--- src/rtl/whack_display_seq_if.sv ---
// whack_display_seq_if: game-state inputs and per-digit symbol codes of the display sequencer.
interface whack_display_seq_if #(
   parameter int SCORE_W = 10,
   parameter int TIME_W = 7
);
   logic tick, start, game_over;
   logic [SCORE_W-1:0] score;
   logic [TIME_W-1:0] time_left;
   logic [8:0] hex0, hex1, hex2, hex3, hex4, hex5;
   logic [1:0] mode;
   modport master (
      output tick, start, game_over, score, time_left,
      input hex0, hex1, hex2, hex3, hex4, hex5, mode
   );
   modport slave (
      input tick, start, game_over, score, time_left,
      output hex0, hex1, hex2, hex3, hex4, hex5, mode
   );
endinterface

--- src/rtl/whack_display_seq.sv ---
// whack_display_seq: game-display FSM, banner scroll and shared serial binary-to-BCD feeding six HEX symbol codes.
module whack_display_seq #(
   parameter int SCORE_W = 10,
   parameter int SCORE_MAX = 999,
   parameter int TIME_W = 7,
   parameter int TIME_MAX = 99
) (
   input logic clk,
   input logic reset,
   whack_display_seq_if.slave bus
);
   localparam int BW = SCORE_W > TIME_W ? SCORE_W : TIME_W;
   localparam int CW = $clog2(BW + 1);
   localparam logic [8:0] BLANK = 9'd20;
   localparam logic [8:0] DASH = 9'd30;
   localparam logic [5:0] MSG [16] = '{6'd20, 6'd20, 6'd20, 6'd20, 6'd20, 6'd20, 6'd21, 6'd22,
                                      6'd23, 6'd24, 6'd25, 6'd20, 6'd33, 6'd34, 6'd35, 6'd36};
   typedef enum logic [1:0] {IDLE = 2'd0, PLAY = 2'd1, DONE = 2'd2} state_e;
   typedef enum logic [1:0] {LOAD, SHIFT, WRITE} phase_e;
   state_e state_q, state_d;
   phase_e phase_q, phase_d;
   logic [3:0] ptr_q, ptr_d;
   logic blink_q, blink_d;
   logic src_q, src_d;
   logic [CW-1:0] cnt_q, cnt_d;
   logic [BW-1:0] bin_q, bin_d;
   logic [11:0] acc_q, acc_d, acc_sh;
   logic [11:0] sbcd_q, sbcd_d;
   logic [7:0] tbcd_q, tbcd_d;
   logic [5:0][8:0] hex_q, hex_d, idle_hex;
   logic [1:0] mode_q;
   logic [SCORE_W-1:0] score_c;
   logic [TIME_W-1:0] time_c;
   logic [8:0] s_h, s_t, s_o, t_t, t_o;
   always_ff @(posedge clk)
      if (reset) state_q <= IDLE;
      else state_q <= state_d;
   always_comb begin
      state_d = state_q == PLAY ? (bus.game_over ? DONE : PLAY)
              : (state_q == IDLE || state_q == DONE) ? (bus.start ? PLAY : state_q)
              : IDLE;
      ptr_d = state_d != state_q ? 4'd0 : ptr_q + 4'(state_q == IDLE && bus.tick);
      blink_d = state_d == state_q && (blink_q ^ (state_q == DONE && bus.tick));
   end
   assign score_c = bus.score > SCORE_W'(SCORE_MAX) ? SCORE_W'(SCORE_MAX) : bus.score;
   assign time_c = bus.time_left > TIME_W'(TIME_MAX) ? TIME_W'(TIME_MAX) : bus.time_left;
   // Sources are left-aligned so every shift takes the converter's MSB regardless of width.
   always_comb begin
      acc_sh = acc_q;
      for (int i = 0; i < 3; i++)
         if (acc_q[4*i +: 4] >= 4'd5) acc_sh[4*i +: 4] = acc_q[4*i +: 4] + 4'd3;
      phase_d = phase_q == LOAD ? SHIFT : phase_q == SHIFT ? (cnt_q == '0 ? WRITE : SHIFT) : LOAD;
      cnt_d = phase_q == LOAD ? (src_q ? CW'(TIME_W - 1) : CW'(SCORE_W - 1)) : cnt_q - CW'(phase_q == SHIFT);
      bin_d = phase_q == LOAD ? (src_q ? BW'(time_c) << (BW - TIME_W) : BW'(score_c) << (BW - SCORE_W))
            : phase_q == SHIFT ? bin_q << 1 : bin_q;
      acc_d = phase_q == LOAD ? 12'd0 : phase_q == SHIFT ? 12'({acc_sh, bin_q[BW-1]}) : acc_q;
      src_d = phase_q == WRITE ? !src_q : src_q;
      sbcd_d = phase_q == WRITE && !src_q ? acc_q : sbcd_q;
      tbcd_d = phase_q == WRITE && src_q ? acc_q[7:0] : tbcd_q;
   end
   always_comb begin
      s_h = sbcd_q[11:8] == 4'd0 ? BLANK : {5'd0, sbcd_q[11:8]};
      s_t = sbcd_q[11:4] == 8'd0 ? BLANK : {5'd0, sbcd_q[7:4]};
      s_o = {5'd0, sbcd_q[3:0]};
      t_t = {5'd0, tbcd_q[7:4]};
      t_o = {5'd0, tbcd_q[3:0]};
      for (int i = 0; i < 6; i++) idle_hex[i] = {3'd0, MSG[ptr_q + 4'(5 - i)]};
      hex_d = state_q == PLAY ? {s_h, s_t, s_o, DASH, t_t, t_o}
            : state_q == DONE ? (blink_q ? {BLANK, BLANK, BLANK, s_h, s_t, s_o}
                                         : {9'd26, 9'd27, 9'd28, 9'd29, BLANK, BLANK})
            : idle_hex;
   end
   always_ff @(posedge clk)
      if (reset) begin
         phase_q <= LOAD;
         ptr_q <= '0;
         blink_q <= 1'b0;
         src_q <= 1'b0;
         cnt_q <= '0;
         bin_q <= '0;
         acc_q <= '0;
         sbcd_q <= '0;
         tbcd_q <= '0;
         hex_q <= {6{BLANK}};
         mode_q <= 2'd0;
      end else begin
         phase_q <= phase_d;
         ptr_q <= ptr_d;
         blink_q <= blink_d;
         src_q <= src_d;
         cnt_q <= cnt_d;
         bin_q <= bin_d;
         acc_q <= acc_d;
         sbcd_q <= sbcd_d;
         tbcd_q <= tbcd_d;
         hex_q <= hex_d;
         mode_q <= state_q;
      end
   assign bus.hex0 = hex_q[0];
   assign bus.hex1 = hex_q[1];
   assign bus.hex2 = hex_q[2];
   assign bus.hex3 = hex_q[3];
   assign bus.hex4 = hex_q[4];
   assign bus.hex5 = hex_q[5];
   assign bus.mode = mode_q;
endmodule

--- src/flat_wrapper.sv ---
// flat-port wrapper written by rule: the top's interface ports become plain ports
module whack_display_seq_flat 
#(
   parameter int SCORE_W = 10,
   parameter int SCORE_MAX = 999,
   parameter int TIME_W = 7,
   parameter int TIME_MAX = 99
)
  (clk, reset, bus_tick, bus_start, bus_game_over, bus_score, bus_time_left, bus_hex0, bus_hex1, bus_hex2, bus_hex3, bus_hex4, bus_hex5, bus_mode);
  whack_display_seq_if #(.SCORE_W(SCORE_W), .TIME_W(TIME_W)) bus_i ();
  input logic clk;
  input logic reset;
  input wire logic [$bits(bus_i.tick)-1:0] bus_tick;
  input wire logic [$bits(bus_i.start)-1:0] bus_start;
  input wire logic [$bits(bus_i.game_over)-1:0] bus_game_over;
  input wire logic [$bits(bus_i.score)-1:0] bus_score;
  input wire logic [$bits(bus_i.time_left)-1:0] bus_time_left;
  output wire logic [$bits(bus_i.hex0)-1:0] bus_hex0;
  output wire logic [$bits(bus_i.hex1)-1:0] bus_hex1;
  output wire logic [$bits(bus_i.hex2)-1:0] bus_hex2;
  output wire logic [$bits(bus_i.hex3)-1:0] bus_hex3;
  output wire logic [$bits(bus_i.hex4)-1:0] bus_hex4;
  output wire logic [$bits(bus_i.hex5)-1:0] bus_hex5;
  output wire logic [$bits(bus_i.mode)-1:0] bus_mode;
  assign bus_i.tick = bus_tick;
  assign bus_i.start = bus_start;
  assign bus_i.game_over = bus_game_over;
  assign bus_i.score = bus_score;
  assign bus_i.time_left = bus_time_left;
  assign bus_hex0 = bus_i.hex0;
  assign bus_hex1 = bus_i.hex1;
  assign bus_hex2 = bus_i.hex2;
  assign bus_hex3 = bus_i.hex3;
  assign bus_hex4 = bus_i.hex4;
  assign bus_hex5 = bus_i.hex5;
  assign bus_mode = bus_i.mode;
  whack_display_seq #(.SCORE_W(SCORE_W), .SCORE_MAX(SCORE_MAX), .TIME_W(TIME_W), .TIME_MAX(TIME_MAX)) u_core (.clk(clk), .reset(reset), .bus(bus_i));
endmodule
--- config.mk ---
export PLATFORM = sky130hd
export DESIGN_NAME = whack_display_seq_flat
export DESIGN_NICKNAME = d
export VERILOG_FILES = /design/src/rtl/whack_display_seq_if.sv /design/src/rtl/whack_display_seq.sv /design/src/flat_wrapper.sv
export SDC_FILE = /design/constraint.sdc
export NUM_CORES = 1
export LEC_CHECK = 0
export CAP_MARGIN = 20
export CORE_AREA = 2 2 103 105
export CTS_CLUSTER_DIAMETER = 30
export DETAILED_ROUTE_END_ITERATION = 10
export DIE_AREA = 0 0 105 107
export PLACE_DENSITY = 0.84
export SYNTH_ARGS = -nofsm -noshare
export SYNTH_HDL_FRONTEND = slang
export SYNTH_SLANG_ARGS = --single-unit
--- constraint.sdc ---
create_clock -name clk -period 2.25 [get_ports clk]
set_clock_uncertainty 0.05 [all_clocks]
set_input_delay 0.3375 -clock clk [delete_from_list [all_inputs] [get_ports clk]]
set_output_delay 0.3375 -clock clk [all_outputs]
set_load 0.02 [all_outputs]
==> impl_metrics.csv <==
group,metric,value,unit
run_status,status,"complete, no violations",
critical_path,path_max_fanout,7,
power_and_ir_drop,p_sw,0.0009404,W
final_layout,fillers,946,
floorplanning,die_x,105,um
placed_design,dp_hpwl,9148,um
placed_design,place_inst,721,
run,drv_cap,0,
cts,clkSlewWorstSetupHoldPaths,0.10,ns
final_layout,stdcell_count,737,
floorplanning,num_rows,37,
synthesis,ys_seq_elements,94,
critical_path,worst_setup_path_start_kind,"register",
cts,tritoncts,"built",
cts,clkSinkCount,94,
detailed_routing,drc_errors,0,
synthesis,ys.flop_type,"dfxtp_1",
detailed_routing,ant_nets,0,
timing,hold_viol,0,
worst_hold_path,worstHoldStart,"reset",
power_and_ir_drop,clkPwrFrac,0.325,
final_layout,nets,645,
timing,worst_slew_pin_slew,0.5570,ns
cts,cts_buffer_depth,2,
worst_hold_path,hold_depth,3,
timing,hold_ws,0.3585,ns
critical_path,timing.rr.start,"u_core.ptr_q[1]$_SDFF_PP0_",
synthesis,synth.avg_cell_area,8.925,um2
timing,fmax,481.5,MHz
power_and_ir_drop,combPwrFrac,0.147,
grt,grt_pass1_vias,3828,
final_layout,diodes,0,
power_and_ir_drop,p_int,0.002396,W
cts,clock-root-buffer,"clkbuf_8",
power_and_ir_drop,peakVddDrop,0.3424,mV
critical_path,required,2.53,ns
cts,clock_latency,0.39,ns
timing,fin_tns_setup,0,ns
worst_hold_path,hold-path-endpoint,"u_core.tbcd_q[3]$_SDFFE_PP0P_",
cts,cts_hold_buf,0,
synthesis,synth_top_area_frac,0.3949,
timing,setup_violations,0,
placed_design,port_buffers,59,
detailed_routing,drtPass1Iterations,7,
detailed_routing,drt_iter0_markers,229,
grt,antenna_found_initial,0,
floorplanning,initial_core_util,0.4722,
critical_path,critical_path_arrival,2.36,ns
power_and_ir_drop,leakagePower,2.291,nW
synthesis,yosys.area.top_type,"dfxtp_1",
final_layout,layout-drive-gt1-share,0.09817,
critical_path,path_class,"reg2reg",
critical_path,cp_slowest_stage_delay,0.47,ns
cts,cts_max_level,3,
timing,post-route-period-util,0.9230,
floorplanning,dieArea,0.01124,mm2
synthesis,synthesis.area,0.004766,mm2
grt,grt_overflow_total,0,
floorplanning,io_pins,78,
detailed_routing,wirelength,11950,um
critical_path,end_kind,"register",
critical_path,reg2reg_depth,6,
final_layout,fin_area,0.005653,mm2
critical_path,r2r_end,"u_core.bus.hex0[1]$_SDFF_PP0_",
critical_path,ff2ff_setup_slack,0.17,ns
final_layout,final_cell_mix,"dfxtp_1 (94), nor2_1 (58), clkdlybuf4s50_1 (58)",
synthesis,ys_seq_area_frac,0.3949,
grt,grt_pass1_wl,19180,um
cts,post_cts_buffers,0,
synthesis,async_flop_share,0,
power_and_ir_drop,pwr-share-seq,0.528,
grt,use_met1,0.2509,
final_layout,final_common_cell,"dfxtp_1",
timing,rsz0062_at_grt,"no",
grt,grt_max_degree,38,
floorplanning,core,0.01009,mm2
synthesis,synth.area.top_cells,"dfxtp_1 (39%), ha_1 (7.1%), mux2i_1 (6.3%)",
power_and_ir_drop,pwr_density_cell,590.3,mW/mm2
detailed_routing,dr_total_vias,4045,
detailed_routing,wl_per_cell,16.21,um
timing,drv_slew,0,
floorplanning,fp.dieH,107,um
placed_design,gp_congestion,0.9139,
grt,use_met3,0.05532,
power_and_ir_drop,netSwitchingFraction,0.2818,
cts,numCtsBuffers,9,
timing,min_period,2.077,ns
grt,use_met2,0.3808,
synthesis,synth-edff-count,0,
worst_hold_path,holdCritPathClass,"in2reg",
critical_path,critPathSlowestCell,"dfxtp_1",
grt,grt.total_usage,0.2164,
grt,gr-max-usage-layer,"met2",
final_layout,syn2layout_area_growth,18.61,%
cts,ctsResizeCount,0,
timing,relSlewSlack,0.6273,
critical_path,crit_chain,"inv_1 -> ha_1 -> or3b_1 -> a22o_1 -> o221ai_2 -> a31o_1",
power_and_ir_drop,power.total,0.003337,W
synthesis,synthCells,534,
synthesis,synth_warnings,0,
detailed_routing,via_per_inst,5.488,
placed_design,place_area,0.005461,mm2
synthesis,synth_cell_type_count,62,
-- through the flow --
step                      worst slack, ns    util
after floorplan                    0.1337       -
after detailed placement           0.2301  0.5412
final                              0.1732  0.5601
after CTS                          0.2018  0.5601
after global placement             0.2609  0.5412
after global routing              0.05292  0.5601
-- cells in the mapped netlist (3+ instances only) --
| library cell | count |
|---|---|
| mux2i_1 | 30 |
| nand3_1 | 8 |
| clkbuf_1 | 5 |
| and2_1 | 6 |
| buf_2 | 15 |
| nand2b_1 | 9 |
| nor3_1 | 14 |
| a211oi_1 | 10 |
| a21o_1 | 3 |
| nand2_1 | 34 |
| o32ai_1 | 4 |
| ha_1 | 27 |
| o21ai_0 | 31 |
| a32oi_1 | 5 |
| buf_4 | 25 |
| nor2_1 | 58 |
| nor2b_1 | 9 |
| and3_1 | 12 |
| o22ai_1 | 3 |
| xor2_1 | 5 |
| xnor2_1 | 9 |
| buf_1 | 3 |
| inv_1 | 17 |
| or2_2 | 3 |
| a221o_1 | 3 |
| a22o_1 | 8 |
| a31oi_1 | 8 |
| a21oi_1 | 34 |
| dfxtp_1 | 94 |
| o211ai_1 | 3 |
-- metal layers --
metal	share of wire	routed length (um)	vias up
met5	0	0	-
met4	0.029	352	0
met3	0.054	649	28
met2	0.49	5822	163
met1	0.43	5123	1894
li1	-	-	1960
-- final cells by class --
cell class,count,area [um2],area share
clock buffer,11,151.4,0.02678
tap,136,170.2,0.03010
inverter,19,71.32,0.01262
multi-input combinational,389,2572,0.4551
sequential,94,1882,0.3329
clock inverter,5,40.04,0.007083
timing repair buffer,83,765.7,0.1355
-- flip-flops by register name (all words and copies together), names as in the netlist --
name and flops:
u_core.state_q 2, u_core.bus.hex1 6, u_core.bus.hex0 6, u_core.bus.mode 2, u_core.bus.hex2 6, u_core.blink_q 1
u_core.sbcd_q 12, u_core.bus.hex4 6, u_core.ptr_q 4, u_core.bin_q 10, u_core.phase_q 2, u_core.src_q 1
u_core.cnt_q 4, u_core.tbcd_q 8, u_core.bus.hex5 6, u_core.bus.hex3 6, u_core.acc_q 12
-- worst max-delay path: cells and delay by family, from the launching register on --
kind | cells | cell delay (ns)
adder cells (fa/ha/maj) | 1 | 0.43
AO/OA/AOI/OAI | 3 | 0.50
flip-flops | 1 | 0.47
AND/OR/NAND/NOR | 1 | 0.36
buffers and inverters | 1 | 0.20
-- worst max-delay path by stage --
stage | startpoint | end | slack, ns
after global placement | u_core.ptr_q[1]$_SDFF_PP0_ | u_core.bus.hex0[1]$_SDFF_PP0_ | 0.26
after floorplan | u_core.ptr_q[0]$_SDFF_PP0_ | u_core.bus.hex0[1]$_SDFF_PP0_ | 0.13
after detailed placement | u_core.ptr_q[1]$_SDFF_PP0_ | u_core.bus.hex0[1]$_SDFF_PP0_ | 0.23
final | u_core.ptr_q[1]$_SDFF_PP0_ | u_core.bus.hex0[1]$_SDFF_PP0_ | 0.17
after CTS | u_core.ptr_q[1]$_SDFF_PP0_ | u_core.bus.hex0[1]$_SDFF_PP0_ | 0.20
after global routing | u_core.ptr_q[1]$_SDFF_PP0_ | u_core.bus.hex0[1]$_SDFF_PP0_ | 0.05
-- power by group through the flow --
| stage | registers (W) | logic [W] | clock network [W] |
|---|---|---|---|
| CTS | 0.00176 | 0.000489 | 0.00112 |
| finish | 0.00176 | 0.000491 | 0.00108 |
| global placement | 0.00180 | 0.000480 | 0 |
| floorplan | 0.00181 | 0.000335 | 0 |
| detailed placement | 0.00180 | 0.000488 | 0 |
| global route | 0.00177 | 0.000536 | 0.00118 |
-- kinds of logic (layout without fill, tap and decap cells) --
kind of cell,after synthesis,after routing,synth area share
other,1,18,0.0007869
XOR/XNOR,17,17,0.03597
multiplexers,30,30,0.06301
adder cells (fa/ha/maj),27,27,0.07088
flip-flops,94,94,0.3949
AO/OA/AOI/OAI,129,129,0.1806
AND/OR/NAND/NOR,168,168,0.1751
buffers and inverters,68,118,0.07876
No activity file was read; power rests on OpenSTA's default activity.
==> patch 1: new RTL, same settings <==
`TIME_W` is set to 7 in 3 places; all go to 14.
--- a/src/rtl/whack_display_seq_if.sv
+++ b/src/rtl/whack_display_seq_if.sv
@@ -2,5 +2,5 @@
 interface whack_display_seq_if #(
    parameter int SCORE_W = 10,
-   parameter int TIME_W = 7
+   parameter int TIME_W = 14
 );
    logic tick, start, game_over;
--- a/src/rtl/whack_display_seq.sv
+++ b/src/rtl/whack_display_seq.sv
@@ -3,5 +3,5 @@
    parameter int SCORE_W = 10,
    parameter int SCORE_MAX = 999,
-   parameter int TIME_W = 7,
+   parameter int TIME_W = 14,
    parameter int TIME_MAX = 99
 ) (
--- a/src/flat_wrapper.sv
+++ b/src/flat_wrapper.sv
@@ -4,5 +4,5 @@
    parameter int SCORE_W = 10,
    parameter int SCORE_MAX = 999,
-   parameter int TIME_W = 7,
+   parameter int TIME_W = 14,
    parameter int TIME_MAX = 99
 )
Interface: changed (resized bus_time_left); port bits go from 78 to 85. No check against the original RTL was run, so the function may have changed too.
==> patch 1 against the original RTL <==
- power increased by 4.8%
- non-clock buffer count grew 11
- via count rose by 9.8%
- count of clock-buffer cells in the layout is 2 lower
- sequential cell count up 4
- critical path depth unchanged
- wire length increased by 7.0%
- synthesized area is 4.0% higher
- sequential power grew 5%
- setup slack gained 17 ps
- global-route usage is 1.1 points higher
- final area rose by 6.0%
- critical path type unchanged
- critical endpoint unchanged
- largest cell class unchanged
- largest power group unchanged
==> patch 1: results (changes against the original RTL) <==
status: complete, no violations (unchanged)
post-synthesis async set-or-reset flop share: 0% (unchanged)
crit path DAT: 2280 ps (was 2360 ps)
Largest regs: u_core.bin_q (14), u_core.acc_q (12), u_core.sbcd_q (12) (was u_core.acc_q (12), u_core.sbcd_q (12), u_core.bin_q (10))
GPL Wtd Cong: 1.00 (was 0.914)
Synthesis Warnings: 0 (unchanged)
Critical R2R Launch: u_core.ptr_q[0]$_SDFF_PP0_ (was u_core.ptr_q[1]$_SDFF_PP0_)
DR pass1 iterations: 5 (was 7)
flop2flop setup slack: 190 ps (was 170 ps)
slowest CP cell: ha_1 (was dfxtp_1)
Layout Nets: 689 (was 645)
Fillers: 885 (was 946)
CP Max Fanout: 9 (was 7)
WHS Endpoint: u_core.tbcd_q[6]$_SDFFE_PP0P_ (was u_core.tbcd_q[3]$_SDFFE_PP0P_)
routed wl met3: 948 um (was 649 um)
peak supply drop: 377 uV (was 342 uV)
dpl hpwl: 9770 um (was 9150 um)
top post-synthesis cells by count: dfxtp_1, nor2_1, a21oi_1 (was dfxtp_1, nor2_1, a21oi_1, nand2_1, o21ai_0)
delay-heaviest family, CP: compound AO/OA/AOI/OAI gates (unchanged)
CTS Buf Count: 9 (unchanged)
detailed router's first-iteration violation count: 247 (was 229)
Startpoint Class: flop (unchanged)
Post-CTS Repair Setup Buffers: 0 (unchanged)
Max stage delay on crit path: 420 ps (was 470 ps)
vias in the first global route: 4281 (was 3828)
largest net degree at the start of global routing: 38 (unchanged)
DRT Wirelength: 12800 um (was 11900 um)
met2 WL post-DR: 6250 um (was 5820 um)
via count: 4440 (was 4045)
Area after DPL: 5790 um^2 (was 5460 um^2)
share of the yosys chip area belonging to registers: 39.6% (was 39.5%)
Hold Path Depth: 2 (was 3)
Unique masters post-synth: 64 (was 62)
input/output buffers: 66 (was 59)
Top Layer Used: met4 (unchanged)
htree depth: 3 (unchanged)
Synth area leaders: dfxtp_1, ha_1, nor2_1 (was dfxtp_1, ha_1, mux2i_1)
total global-route track usage: 22.7% (was 21.6%)
ant diodes: 0 (unchanged)
post_cts resized: 0 (unchanged)
Leakage: 2.35 nW (was 2.29 nW)
worst hold slack: 217 ps (was 359 ps)
worst min path class: input port to flop (unchanged)
CTS root buf: clkbuf_8 (unchanged)
reg-to-reg endpoint: u_core.bus.hex0[1]$_SDFF_PP0_ (unchanged)
initial antenna violation count: 0 (unchanged)
first-pass GRT wire length: 20500 um (was 19200 um)
layout cells sized above 1: 8.91% (was 9.82%)
Met1 Routed Length: 5020 um (was 5120 um)
R2R depth: 6 (unchanged)
Worst-Margin Slew: 675 ps (was 557 ps)
## patch 1: cell count changes in the layout (fill, tap and decap cells not counted), moves of 6 or more
| cell | change |
|---|---|
| nor2_1 | +15 |
| nand2b_1 | +7 |
| a221oi_1 | +7 |
| nand2_1 | -6 |
| clkdlybuf4s50_1 | +7 |
| mux2i_1 | -7 |
| o21ai_0 | -11 |
| or3_1 | +7 |
## patch 1: area by class of cell
class / instances / area (um^2) / share of cell area (%)
Multi-Input combinational cell: 411 / 2720 / 45.4
Sequential cell: 98 / 1960 / 32.8
Timing Repair Buffer: 94 / 866 / 14.5
Tap cell: 136 / 170 / 2.84
Clock buffer: 9 / 124 / 2.07
Inverter: 21 / 78.8 / 1.32
Clock inverter: 7 / 71.3 / 1.19
## patch 1: worst max path at each step
stage,end,cells after the start
final,u_core.bus.hex0[1]$_SDFF_PP0_,6
after global routing,u_core.bus.hex0[1]$_SDFF_PP0_,6
after CTS,u_core.bus.hex0[1]$_SDFF_PP0_,6
after detailed placement,u_core.bin_q[3]$_SDFFE_PP0P_,5
after global placement,u_core.bin_q[2]$_SDFFE_PP0P_,5
after floorplan,u_core.bus.hex2[1]$_SDFF_PP0_,9
## patch 1: routing by layer
metal,vias to the layer above,GRT usage (%)
met1,2067,26.2
met4,0,11.8
met5,-,0
li1,2126,-
met3,44,4.07
met2,203,40.3
## patch 1: where the power goes
part,total [W],internal (W),switching [W]
clock network,0.00113,0.000434,0.000694
registers,0.00184,0.00180,0.0000437
logic,0.000527,0.000229,0.000299
total,0.00350,0.00246,0.00104
## patch 1: logic make-up (layout without fill, tap and decap cells)
family / Yosys count / count (layout) / synth area share, %
AO/OA/AOI/OAI: 139 / 139 / 20.2
XOR/XNOR: 17 / 17 / 3.01
adder cells (fa/ha/maj): 26 / 26 / 6.52
buffers and inverters: 74 / 131 / 7.10
flip-flops: 98 / 98 / 39.6
multiplexers: 24 / 24 / 4.87
other: 1 / 18 / 0.0757
AND/OR/NAND/NOR: 187 / 187 / 18.7
## patch 1: stage by stage
stage	instances	total power [W]	utilization [%]	worst slack, ps
after global placement	760	0.00238	57.4	144
after detailed placement	760	0.00240	57.4	27.9
after floorplan	583	0.00223	-	16.6
final	776	0.00350	59.3	190
after CTS	776	0.00351	59.3	162
after global routing	776	0.00362	59.3	9.67
## patch 1: worst reg2reg max path: cells and delay by family (launching register included)
kind | cells | cell delay [ps]
compound gates | 3 | 680
flops | 1 | 390
fa+ha+maj | 1 | 420
mux | 1 | 300
buf+inv | 1 | 120
==> patch 2: new RTL, config.mk and constraints unchanged <==
Without the edit above. Encoding of `phase_e`: now one-hot (3 bits for 3 values).
--- a/src/rtl/whack_display_seq.sv
+++ b/src/rtl/whack_display_seq.sv
@@ -17,5 +17,5 @@
                                       6'd23, 6'd24, 6'd25, 6'd20, 6'd33, 6'd34, 6'd35, 6'd36};
    typedef enum logic [1:0] {IDLE = 2'd0, PLAY = 2'd1, DONE = 2'd2} state_e;
-   typedef enum logic [1:0] {LOAD, SHIFT, WRITE} phase_e;
+   typedef enum logic [2:0] {LOAD = 3'b001, SHIFT = 3'b010, WRITE = 3'b100} phase_e;
    state_e state_q, state_d;
    phase_e phase_q, phase_d;
Formal check against the unedited RTL: same outputs for any inputs over 10 cycles, from zero or initial values and one cycle with reset high; not proved beyond that.
==> patch 2 against the original RTL <==
- count of clock-buffer cells in the layout up 1
- global-route usage up 0.79 points
- final area down 1.3%
- synthesized area down 2.0%
- setup slack better by 140 ps
- wire length up 5.6%
- sequential power up 9%
- largest cell class unchanged
- hold slack better by 52 ps
- first-iteration DRC count down 10%
- fmax up 7.0%
- sequential cell count up 1
- power up 17%
==> patch 2: results (changes against the original RTL) <==
flop2flop setup slack: 310 ps (was 170 ps)
buffering overhead: 13.8% (was 13.5%)
vias in the first global route: 3971 (was 3828)
min-delay src: u_core.tbcd_q[4]$_SDFFE_PP0P_ (was reset)
multi-input gate count: 415 (was 389)
Layout Nets: 668 (was 645)
status: complete, no violations (unchanged)
layout cells sized above 1: 7.83% (was 9.82%)
total global-route track usage: 22.4% (was 21.6%)
Comb pwr share: 20.7% (was 14.7%)
dpl hpwl: 9610 um (was 9150 um)
delay-heaviest family, CP: adder cells (was compound AO/OA/AOI/OAI gates)
CP Max Fanout: 5 (was 7)
Unique masters post-synth: 56 (was 62)
NetSw: 0.00119 W (was 0.000940 W)
sequential power: 0.00192 W (was 0.00176 W)
slowest CP cell: ha_1 (was dfxtp_1)
Seq area share: 34.1% (was 33.3%)
R2R depth: 7 (was 6)
top post-synthesis cells by count: dfxtp_1, nand2_1, a21oi_1 (was dfxtp_1, nor2_1, a21oi_1, nand2_1, o21ai_0)
Worst-Margin Slew: 579 ps (was 557 ps)
multi-input gate share of total cell area: 44.2% (was 45.5%)
WHS Endpoint: u_core.tbcd_q[4]$_SDFFE_PP0P_ (was u_core.tbcd_q[3]$_SDFFE_PP0P_)
Synth area leaders: dfxtp_1, nand2_1, ha_1 (was dfxtp_1, ha_1, mux2i_1)
DR pass1 iterations: 5 (was 7)
peak supply drop: 430 uV (was 342 uV)
compound-gate portion of the synthesized area: 19.2% (was 18.1%)
adder-cell share of the synthesized area: 6.70% (was 7.09%)
[patch 2: cell count changes after synthesis, moves of 7 or more]
cell	change
o22ai_1	+11
a21oi_1	+18
clkbuf_1	+9
nor2_1	-17
mux2i_1	-28
buf_4	-7
a22o_1	-7
o21ai_0	-14
nand2_1	+53
[patch 2: metal layers]
metal	global-route usage, %	vias up	part of all wire (%)
met5	0	-	0
li1	-	2032	-
met4	10.5	0	3.4
met2	40.6	168	50
met1	25.9	1945	41
met3	3.59	28	5.9
[patch 2: per-stage QoR]
step | utilization (%) | hold WS (ps) | setup WS [ps] | instances | area [um^2]
6_report | 55.3 | 410 | 309 | 762 | 5580
3_3_place_gp | 53.2 | 390 | 291 | 746 | 5370
5_1_grt | 55.3 | 436 | 216 | 762 | 5580
3_5_place_dp | 53.2 | 397 | 279 | 746 | 5370
4_1_cts | 55.3 | 410 | 346 | 762 | 5580
2_1_floorplan | - | 382 | 76.4 | 578 | 4740
